<file path="config.mk">
export PLATFORM = sky130hd
export DESIGN_NAME = rs_dec_sched_16_8
export DESIGN_NICKNAME = d
export VERILOG_FILES = /design/src/rtl/rs_dec_sched_16_8.sv
export SDC_FILE = /design/constraint.sdc
export NUM_CORES = 1
export LEC_CHECK = 0
export CELL_PAD_IN_SITES_DETAIL_PLACEMENT = 1
export CELL_PAD_IN_SITES_GLOBAL_PLACEMENT = 1
export CORE_UTILIZATION = 47
export DETAILED_ROUTE_END_ITERATION = 12
export HOLD_SLACK_MARGIN = 0.15
export PLACE_DENSITY_LB_ADDON = 0.05
export SYNTH_ARGS = -nofsm -noshare
export SYNTH_HDL_FRONTEND = slang
export SYNTH_SLANG_ARGS = --single-unit
export TNS_END_PERCENT = 10
</file>
<file path="constraint.sdc">
create_clock -name clk -period 5.7 [get_ports clk]
set_input_delay 0.855 -clock clk [delete_from_list [all_inputs] [get_ports clk]]
set_output_delay 0.855 -clock clk [all_outputs]
set_load 0.03 [all_outputs]
</file>
<file path="src/rtl/rs_dec_sched_16_8.sv">
// Stage scheduler for the RS(16,8) t=4 decoder.
// Four in-order slots (S: syndrome, K: key equation, C: Chien, R: correction)
// each hold one frame. Frames move forward only into an IDLE slot, skip
// stages they do not need, and leave R in arrival order with a status record.
module rs_dec_sched_16_8 #(
  parameter int TAG_W   = 2,
  parameter int TIMEOUT = 64
) (
  input  logic             clk,
  input  logic             rst,
  input  logic             in_valid,
  output logic             in_ready,
  input  logic [TAG_W-1:0] in_tag,
  output logic             syn_start,
  output logic [TAG_W-1:0] syn_tag,
  input  logic             syn_done,
  input  logic             syn_zero,
  output logic             kes_start,
  output logic [TAG_W-1:0] kes_tag,
  input  logic             kes_done,
  input  logic             kes_fail,
  input  logic [2:0]       kes_deg,
  output logic             chien_start,
  output logic [TAG_W-1:0] chien_tag,
  input  logic             chien_done,
  input  logic [2:0]       chien_cnt,
  output logic             cor_start,
  output logic             cor_bypass,
  output logic [TAG_W-1:0] cor_tag,
  input  logic             cor_done,
  output logic             out_valid,
  output logic [TAG_W-1:0] out_tag,
  output logic [1:0]       out_status,
  output logic [2:0]       out_nerr,
  output logic             busy
);

  typedef enum logic [1:0] {IDLE = 2'd0, RUN = 2'd1, DONE = 2'd2} slot_st_t;

  localparam logic [1:0] ST_CLEAN = 2'b00;
  localparam logic [1:0] ST_CORR  = 2'b01;
  localparam logic [1:0] ST_UNCOR = 2'b10;
  localparam logic [1:0] ST_TMO   = 2'b11;

  localparam int              WD_W    = $clog2(TIMEOUT + 1);
  // Value of the counter during the TIMEOUT-th RUN cycle.
  localparam logic [WD_W-1:0] WD_LAST = WD_W'(TIMEOUT - 1);
  localparam logic [WD_W-1:0] WD_ONE  = WD_W'(1);

  slot_st_t         r_s_st, r_k_st, r_c_st, r_r_st;
  logic [TAG_W-1:0] r_s_tag, r_k_tag, r_c_tag, r_r_tag;
  logic [1:0]       r_s_status, r_k_status, r_c_status, r_r_status;
  logic [WD_W-1:0]  r_s_wd, r_k_wd, r_c_wd, r_r_wd;
  logic             r_s_zero;
  logic [2:0]       r_k_deg, r_c_deg;
  logic [2:0]       r_c_nerr, r_r_nerr;
  logic             r_r_bypass;
  logic             r_syn_start, r_kes_start, r_chien_start, r_cor_start;
  logic             r_out_valid;
  logic [TAG_W-1:0] r_out_tag;
  logic [1:0]       r_out_status;
  logic [2:0]       r_out_nerr;

  logic w_c_to_r, w_k_to_c, w_k_to_r, w_s_to_k, w_s_to_r;

  // Routing decisions use registered state only; a slot vacating this cycle
  // is not yet a legal destination. Into R, C wins over K wins over S.
  assign w_c_to_r = (r_c_st == DONE) && (r_r_st == IDLE);
  assign w_k_to_c = (r_k_st == DONE) && (r_k_status == ST_CLEAN) && (r_c_st == IDLE);
  assign w_k_to_r = (r_k_st == DONE) && (r_k_status != ST_CLEAN) && (r_c_st == IDLE) &&
                    (r_r_st == IDLE) && !w_c_to_r;
  assign w_s_to_k = (r_s_st == DONE) && !r_s_zero && (r_s_status == ST_CLEAN) &&
                    (r_k_st == IDLE);
  // A frame skipping K and C may only jump ahead when nothing is in between.
  assign w_s_to_r = (r_s_st == DONE) && (r_s_zero || (r_s_status == ST_TMO)) &&
                    (r_k_st == IDLE) && (r_c_st == IDLE) && (r_r_st == IDLE) &&
                    !w_c_to_r && !w_k_to_r;

  assign in_ready    = (r_s_st == IDLE);
  assign busy        = (r_s_st != IDLE) || (r_k_st != IDLE) || (r_c_st != IDLE) ||
                       (r_r_st != IDLE);
  assign syn_start   = r_syn_start;
  assign syn_tag     = r_s_tag;
  assign kes_start   = r_kes_start;
  assign kes_tag     = r_k_tag;
  assign chien_start = r_chien_start;
  assign chien_tag   = r_c_tag;
  assign cor_start   = r_cor_start;
  assign cor_tag     = r_r_tag;
  assign cor_bypass  = r_r_bypass;
  assign out_valid   = r_out_valid;
  assign out_tag     = r_out_tag;
  assign out_status  = r_out_status;
  assign out_nerr    = r_out_nerr;

  // S slot: accept a new frame, wait for the syndrome result.
  always_ff @(posedge clk or posedge rst) begin
    if (rst) begin
      r_s_st      <= IDLE;
      r_s_tag     <= '0;
      r_s_status  <= ST_CLEAN;
      r_s_zero    <= 1'b0;
      r_s_wd      <= '0;
      r_syn_start <= 1'b0;
    end else begin
      r_syn_start <= 1'b0;
      case (r_s_st)
        IDLE: if (in_valid) begin
          r_s_st      <= RUN;
          r_s_tag     <= in_tag;
          r_s_status  <= ST_CLEAN;
          r_s_zero    <= 1'b0;
          r_s_wd      <= '0;
          r_syn_start <= 1'b1;
        end
        RUN: if (syn_done) begin
          r_s_st   <= DONE;
          r_s_zero <= syn_zero;
        end else if (r_s_wd == WD_LAST) begin
          r_s_st     <= DONE;
          r_s_status <= ST_TMO;
        end else begin
          r_s_wd <= r_s_wd + WD_ONE;
        end
        DONE: if (w_s_to_k || w_s_to_r) r_s_st <= IDLE;
        default: r_s_st <= IDLE;
      endcase
    end
  end

  // K slot: run the key-equation solver and keep the locator degree.
  always_ff @(posedge clk or posedge rst) begin
    if (rst) begin
      r_k_st      <= IDLE;
      r_k_tag     <= '0;
      r_k_status  <= ST_CLEAN;
      r_k_deg     <= '0;
      r_k_wd      <= '0;
      r_kes_start <= 1'b0;
    end else begin
      r_kes_start <= 1'b0;
      case (r_k_st)
        IDLE: if (w_s_to_k) begin
          r_k_st      <= RUN;
          r_k_tag     <= r_s_tag;
          r_k_status  <= ST_CLEAN;
          r_k_deg     <= '0;
          r_k_wd      <= '0;
          r_kes_start <= 1'b1;
        end
        RUN: if (kes_done) begin
          r_k_st <= DONE;
          if (kes_fail) r_k_status <= ST_UNCOR;
          else          r_k_deg    <= kes_deg;
        end else if (r_k_wd == WD_LAST) begin
          r_k_st     <= DONE;
          r_k_status <= ST_TMO;
        end else begin
          r_k_wd <= r_k_wd + WD_ONE;
        end
        DONE: if (w_k_to_c || w_k_to_r) r_k_st <= IDLE;
        default: r_k_st <= IDLE;
      endcase
    end
  end

  // C slot: Chien search; root count must match the locator degree.
  always_ff @(posedge clk or posedge rst) begin
    if (rst) begin
      r_c_st        <= IDLE;
      r_c_tag       <= '0;
      r_c_status    <= ST_CLEAN;
      r_c_deg       <= '0;
      r_c_nerr      <= '0;
      r_c_wd        <= '0;
      r_chien_start <= 1'b0;
    end else begin
      r_chien_start <= 1'b0;
      case (r_c_st)
        IDLE: if (w_k_to_c) begin
          r_c_st        <= RUN;
          r_c_tag       <= r_k_tag;
          r_c_status    <= ST_CLEAN;
          r_c_deg       <= r_k_deg;
          r_c_nerr      <= '0;
          r_c_wd        <= '0;
          r_chien_start <= 1'b1;
        end
        RUN: if (chien_done) begin
          r_c_st <= DONE;
          if (chien_cnt == r_c_deg) begin
            r_c_status <= ST_CORR;
            r_c_nerr   <= chien_cnt;
          end else begin
            r_c_status <= ST_UNCOR;
            r_c_nerr   <= '0;
          end
        end else if (r_c_wd == WD_LAST) begin
          r_c_st     <= DONE;
          r_c_status <= ST_TMO;
          r_c_nerr   <= '0;
        end else begin
          r_c_wd <= r_c_wd + WD_ONE;
        end
        DONE: if (w_c_to_r) r_c_st <= IDLE;
        default: r_c_st <= IDLE;
      endcase
    end
  end

  // R slot: correction or bypass, then one status record per frame.
  always_ff @(posedge clk or posedge rst) begin
    if (rst) begin
      r_r_st       <= IDLE;
      r_r_tag      <= '0;
      r_r_status   <= ST_CLEAN;
      r_r_nerr     <= '0;
      r_r_bypass   <= 1'b0;
      r_r_wd       <= '0;
      r_cor_start  <= 1'b0;
      r_out_valid  <= 1'b0;
      r_out_tag    <= '0;
      r_out_status <= ST_CLEAN;
      r_out_nerr   <= '0;
    end else begin
      r_cor_start <= 1'b0;
      r_out_valid <= 1'b0;
      case (r_r_st)
        IDLE: begin
          if (w_c_to_r) begin
            r_r_tag    <= r_c_tag;
            r_r_status <= r_c_status;
            r_r_nerr   <= r_c_nerr;
            r_r_bypass <= (r_c_status != ST_CORR);
          end else if (w_k_to_r) begin
            r_r_tag    <= r_k_tag;
            r_r_status <= r_k_status;
            r_r_nerr   <= '0;
            r_r_bypass <= 1'b1;
          end else if (w_s_to_r) begin
            r_r_tag    <= r_s_tag;
            r_r_status <= r_s_status;
            r_r_nerr   <= '0;
            r_r_bypass <= 1'b1;
          end
          if (w_c_to_r || w_k_to_r || w_s_to_r) begin
            r_r_st      <= RUN;
            r_r_wd      <= '0;
            r_cor_start <= 1'b1;
          end
        end
        RUN: if (cor_done) begin
          r_r_st       <= DONE;
          r_out_valid  <= 1'b1;
          r_out_tag    <= r_r_tag;
          r_out_status <= r_r_status;
          r_out_nerr   <= r_r_nerr;
        end else if (r_r_wd == WD_LAST) begin
          r_r_st       <= DONE;
          r_out_valid  <= 1'b1;
          r_out_tag    <= r_r_tag;
          r_out_status <= ST_TMO;
          r_out_nerr   <= '0;
        end else begin
          r_r_wd <= r_r_wd + WD_ONE;
        end
        DONE: r_r_st <= IDLE;
        default: r_r_st <= IDLE;
      endcase
    end
  end

endmodule

</file>
==> summary.md, run 1 <==
| Metric | Value |
|---|---|
| Status | finished, final reports clean |
| Pwr dens | 476.6 nW/um2 |
| Seq pwr share | 40.8% |
| Final Power | 0.002078 W |
| Final period util | 52.94% |
| Global-route wire length before repair | 14500 um |
| Initial Util | 49.19% |
| Power Internal | 0.001310 W |
| Fin. Hold Viols | 0 |
| Ys async rst share | 100.0% |
| Via density per instance | 5.754 |
| Initial antenna violation count | 0 |
| Cts repair resizes | 0 |
| Crit path from | r_r_st[0] |
| H-tree depth | 3 |
| Area of the multi-input gates | 1595 um2 |
| Setup violators final | 0 |
| Clock period minus worst slack | 3.018 ns |
| # IOs | 40 |
| # rows | 31 |
| Number of fill cells | 799 |
| Post-Syn Nets | 368 |
| Number of diodes | 0 |
| Worst-Skew Late Latency | 0.36 ns |
| Worst-margin pin slew | 0.7181 ns |
| Max Clk Rate | 331.4 MHz |
| Design area | 4359 um2 |
| Distinct cell type count after synthesis | 62 |
| FF-to-FF Start | r_k_st[0] |
| Startpoint Class | register |
| Slowest cell on the critical path | clkdlybuf4s50_1 |
| Critical path endpoint category | output port |
| Root buf cell | clkbuf_8 |
| WL final | 8306 um |
| Hold Crit Class | reg -> reg |
| Clk slew on worst S/H paths | 0.08 ns |
| RSZ-0062 raised after global routing | no |
| Worst VDD drop | 0.2224 mV |
| Clk sinks | 77 |
| Area of the die | 8068 um2 |
| Post-detail-place hpwl | 6054 um |
| CP max stage delay | 0.64 ns |
| Mapped Cells | 347 |
| Final nets | 412 |
| R2r setup slk | 3.56 ns |
| Die height | 89.82 um |
| Vias in the first global route | 2913 |
| Drc violations | 0 |
| Logic gate share of total power | 35.1% |
| CP arrival | 2.16 ns |
| Share of total power in the clock network | 24.1% |
| Synth warn | 0 |
| Hold-fix buffers, CTS | 0 |
| 1st-pass router iterations | 4 |
| DR iter-0 viols | 102 |
| Largest net degree at the start of global routing | 44 |
| RR Endpoint | r_c_status[0] |
| Post-CTS Setup Inserts | 0 |
| CTS Buf Count | 9 |
| Syn-to-layout area delta | 20.26% |
| Netlist area before placement | 3625 um2 |
| WHS Path Cells | 1 |
| FF+latch area | 1927 um2 |
| Skew final | 0.008679 ns |
| Yosys reg bits | 77 |
| Switching share of power | 36.94% |
| Wirelength per Cell | 16.78 um |
| EDFF count, synth | 0 |
| Avg Inst Size Synth | 10.45 um2 |
| Area after DPL | 4119 um2 |
| Synth Flop Type | dfrtp_1 |
| Antenna Nets Post-Route | 0 |
| Die X | 89.82 um |
| GPL Wtd Cong | 0.7587 |
| Required time of the critical path | 4.85 ns |
| Core ar. | 7370 um2 |
| CP max FO | 11 |
| Relative slew margins | 52.05% |
| Setup TNS | 0 ns |
| GRT Total Usage | 22.60% |
| P_sw | 0.0007675 W |
| Max clock buf depth | 2 |
| Slew Viols, Final | 0 |
| R2R depth | 5 |
| PortBufs | 39 |
| Max_cap viols | 0 |
| Crit Path Class | reg -> out |
| Hold Path End | r_r_wd[6] |
| Post-synthesis sequential area ratio | 53.16% |
| Vias | 2848 |
| P_leak | 1.946 nW |
| GRT overflow | 0 |
| Critical Path, Cell by Cell | nor2_1 > nand4_1 > clkdlybuf4s50_1 |
| CTS tree | built |
| Layout cells sized above 1 | 10.61% |
| Hold Crit Start | r_r_wd[6] |
==> through the flow <==
stage / utilization (%) / setup slack (ns) / cells / hold slack [ns]
floorplan: - / 2.878 / 347 / 0.4386
global placement: 55.89 / 3.068 / 479 / 0.4587
detailed placement: 55.89 / 2.972 / 479 / 0.4649
CTS: 59.15 / 2.657 / 495 / 0.4846
global route: 59.15 / 2.572 / 495 / 0.4950
finish: 59.15 / 2.682 / 495 / 0.4787
==> logic make-up (layout without fill, tap and decap cells) <==
family | count (synthesis) | count (layout) | synth area share, %
AO/OA/AOI/OAI | 81 | 81 | 15.95
XOR/XNOR | 7 | 7 | 1.691
adder cells (fa/ha/maj) | 4 | 4 | 1.381
buffers and inverters | 26 | 75 | 2.831
flip-flops | 77 | 77 | 53.16
multiplexers | 14 | 14 | 4.246
AND/OR/NAND/NOR | 138 | 138 | 20.75
==> cells in the mapped netlist, types with 5 or more instances <==
cell     instances  area (um2)
a21oi_1         13       65.06
a22o_1          11       96.34
dfrtp_1         77        1927
inv_1           16       60.06
mux2_2           9       101.4
nand2_1         52       195.2
nand3_1         14       70.07
nor2_1          15       56.30
nor3b_1          5       37.54
o21ai_0         18       90.09
or3_1            6       37.54
==> final cells by class <==
cell class | count | share of cell area [%]
clock buffer | 12 | 3.330
multi-input combinational | 244 | 36.60
inverter | 18 | 1.550
sequential | 77 | 44.20
timing repair buffer | 41 | 9.300
clock inverter | 4 | 2.181
tap | 99 | 2.842
==> cell usage in the layout (no fill, tap or decap), drive strengths merged, types with 12 or more instances in the layout <==
cell type | netlist | final
a21oi | 13 | 13
clkdlybuf4s50 | 0 | 39
dfrtp | 77 | 77
nand3 | 15 | 15
nand2 | 53 | 53
o21ai | 19 | 19
inv | 18 | 18
clkbuf | 4 | 12
nor2 | 16 | 16
==> worst max-delay path by stage <==
stage	cells after the start	slack, ns	endpoint
after CTS	3	2.66	busy
after global placement	4	3.07	r_k_status[0]
after detailed placement	4	2.97	r_k_status[0]
after floorplan	1	2.88	chien_start
after global routing	3	2.57	busy
final	3	2.68	busy
==> sequential cells by signal (all words and copies together), names as in the netlist, 3 cells and up <==
register	cells
r_c_wd	7
r_k_wd	7
r_r_wd	7
r_s_wd	7
out_nerr	3
r_c_deg	3
r_c_nerr	3
r_k_deg	3
r_r_nerr	3
==> routing by layer <==
layer / global-route usage, % / share of wire [%] / up-vias / wire [um]
met3: 3.215 / 2.4 / 18 / 202
li1: - / - / 1350 / -
met5: 0 / 0 / - / 0
met1: 30.03 / 46 / 1437 / 3845
met2: 36.47 / 49 / 43 / 4070
met4: 10.93 / 2.3 / 0 / 189
==> worst max-delay path, delay by kind of cell (launching register included) <==
family / cells / cell delay, ns
simple gates: 2 / 0.71
flops: 1 / 0.47
buf+inv: 1 / 0.64
==> power by group through the flow <==
stage                     logic, W  registers (W)  clock network [W]
after global placement    0.000707       0.000848                  0
after floorplan           0.000415       0.000899                  0
after detailed placement  0.000734       0.000856                  0
after CTS                 0.000739       0.000847           0.000508
final                     0.000729       0.000847           0.000502
after global routing      0.000798       0.000872           0.000525
(Power assumes the default switching activity.)
==> run 2: changes to the inputs <==
CORE_UTILIZATION = 40   (was 47)
clock period = 2.75 ns   (was 5.7 ns; I/O delays follow)
==> run 2 against run 1 <==
Effect of this change: flip-flop and latch count unchanged; register-to-register slack got worse by 3.0 ns; via count decreased by 2.4%; clock skew increased by 0.0064 ns; critical path depth unchanged; clock power increased by 110%; global-route usage decreased by 2.8 points; largest cell class unchanged; hold slack got worse by 0.027 ns; first-iteration DRC count decreased by 11%; setup slack got worse by 2.3 ns; critical endpoint unchanged; non-clock buffer count increased by 3.
==> summary.md, run 2 (same netlist as run 1, synthesis figures left out) <==
| Metric | Value |
|---|---|
| Pwr dens | 979.0 nW/um2 |
| Startpoint Class | register |
| CTS Buf Count | 9 |
| GRT overflow | 0 |
| Largest net degree at the start of global routing | 28 |
| Worst-Skew Late Latency | 0.36 ns |
| Max_cap viols | 0 |
| Most frequent cells in the layout | dfrtp_1, nand2_1, clkdlybuf4s50_1, o21ai_0 |
| Number of fill cells | 973 |
| Clk slew on worst S/H paths | 0.09 ns |
| Hold Crit Class | in -> async |
| Number of diodes | 0 |
| DR iter-0 viols | 91 |
| 1st-pass router iterations | 4 |
| CTS tree | built |
| Status | finished, final reports clean |
| Drc violations | 0 |
| Antenna Nets Post-Route | 0 |
| Post-layout util | 50.40% |
| PortBufs | 39 |
| Final period util | 85.76% |
| Final worst setup slack | 0.3916 ns |
| Via density per instance | 5.483 |
| Die X | 97.20 um |
| Die height | 97.20 um |
| Placed Cells incl. Taps | 491 |
| Cts repair resizes | 0 |
| FF-to-FF Start | r_k_st[0] |
| Worst Setup Slack post-DPL | 0.4649 ns |
| Initial antenna violation count | 0 |
| Global-route wire length before repair | 14750 um |
| Skew final | 0.01510 ns |
| Setup TNS | 0 ns |
| Fin. Hold Viols | 0 |
| CP max stage delay | 0.62 ns |
| Crit path from | r_s_st[0] |
| Critical path endpoint category | output port |
| Slowest cell on the critical path | clkdlybuf4s50_1 |
| Post-detail-place hpwl | 6087 um |
| Root buf cell | clkbuf_8 |
| Slew Viols, Final | 0 |
| Wirelength per Cell | 16.99 um |
| Syn-to-layout area delta | 21.85% |
| Worst-margin pin slew | 0.6406 ns |
| # IOs | 40 |
| Setup violators final | 0 |
| Vias in the first global route | 2961 |
| Worst VDD drop | 0.5074 mV |
| GRT Total Usage | 19.77% |
| CP arrival | 1.95 ns |
| WL final | 8613 um |
| Core ar. | 8763 um2 |
| Relative slew margins | 57.03% |
| Clock period minus worst slack | 2.358 ns |
| Crit Path Class | reg -> out |
| # rows | 34 |
| Fin cells | 507 |
| Max Clk Rate | 424.0 MHz |
| Hold-fix buffers, CTS | 0 |
| Required time of the critical path | 2.34 ns |
| Commonest non-fill, non-tap cell in the layout | dfrtp_1 |
| Final nets | 415 |
| Critical Path, Cell by Cell | nor2_1 > nand4_1 > clkdlybuf4s50_1 |
| RSZ-0062 raised after global routing | no |
| Initial Util | 41.36% |
| H-tree depth | 3 |
| P_leak | 1.964 nW |
| CP max FO | 13 |
| Vias | 2780 |
| Area of the die | 9447 um2 |
| Clk sinks | 77 |
| Layout cells sized above 1 | 11.53% |
| GPL Wtd Cong | 0.7058 |
| Max clock buf depth | 2 |
| Post-CTS Setup Inserts | 0 |
## run 2: worst max-delay path, delay by kind of cell, from the launching register on
kind | cells | cell delay, ns
buf+inv | 1 | 0.62
simple gates | 2 | 0.43
flops | 1 | 0.54
## run 2: per-stage QoR
| step | hold slack [ns] | area, um2 | total power (W) |
|---|---|---|---|
| detailed placement | 0.4731 | 4178 | 0.003307 |
| floorplan | 0.4386 | 3625 | 0.002725 |
| global route | 0.5058 | 4417 | 0.004583 |
| finish | 0.4519 | 4417 | 0.004324 |
| CTS | 0.4682 | 4417 | 0.004371 |
| global placement | 0.4676 | 4178 | 0.003263 |
## run 2: final cells by class
cell class / instances / area, um2 / area share (%)
clock buffers: 10 / 127.6 / 2.890
repair buffers: 44 / 452.9 / 10.25
flip-flops and latches: 77 / 1927 / 43.63
clock inverters: 6 / 111.4 / 2.521
multi-input cells: 244 / 1595 / 36.12
well taps: 108 / 135.1 / 3.059
inverters: 18 / 67.56 / 1.530
## run 2: path summary, 6_finish.rpt
path | end | slack, ns | cells past startpoint
min in group clk | r_c_deg[2] | 0.49 | 2
max in group asynchronous | r_k_status[1] | 1.72 | 3
setup reg to reg | r_c_status[0] | 0.57 | 5
hold reg to reg | r_c_deg[2] | 0.49 | 2
hold / removal | r_r_wd[4] | 0.45 | 2
setup / recovery | busy | 0.39 | 3
## run 2: report_power, final
part	switching (W)	internal (W)	total, W
Sequential	0.000322	0.00143	0.00175
Clock	0.000437	0.000603	0.00104
Combinational	0.000862	0.000669	0.00153
## run 2: routing by layer
layer | share of wire, % | up-vias | track usage [%]
li1 | - | 1347 | -
met1 | 49 | 1380 | 26.68
met2 | 47 | 42 | 31.37
met3 | 2.9 | 11 | 4.245
met4 | 1.5 | 0 | 7.233
met5 | 0 | - | 0
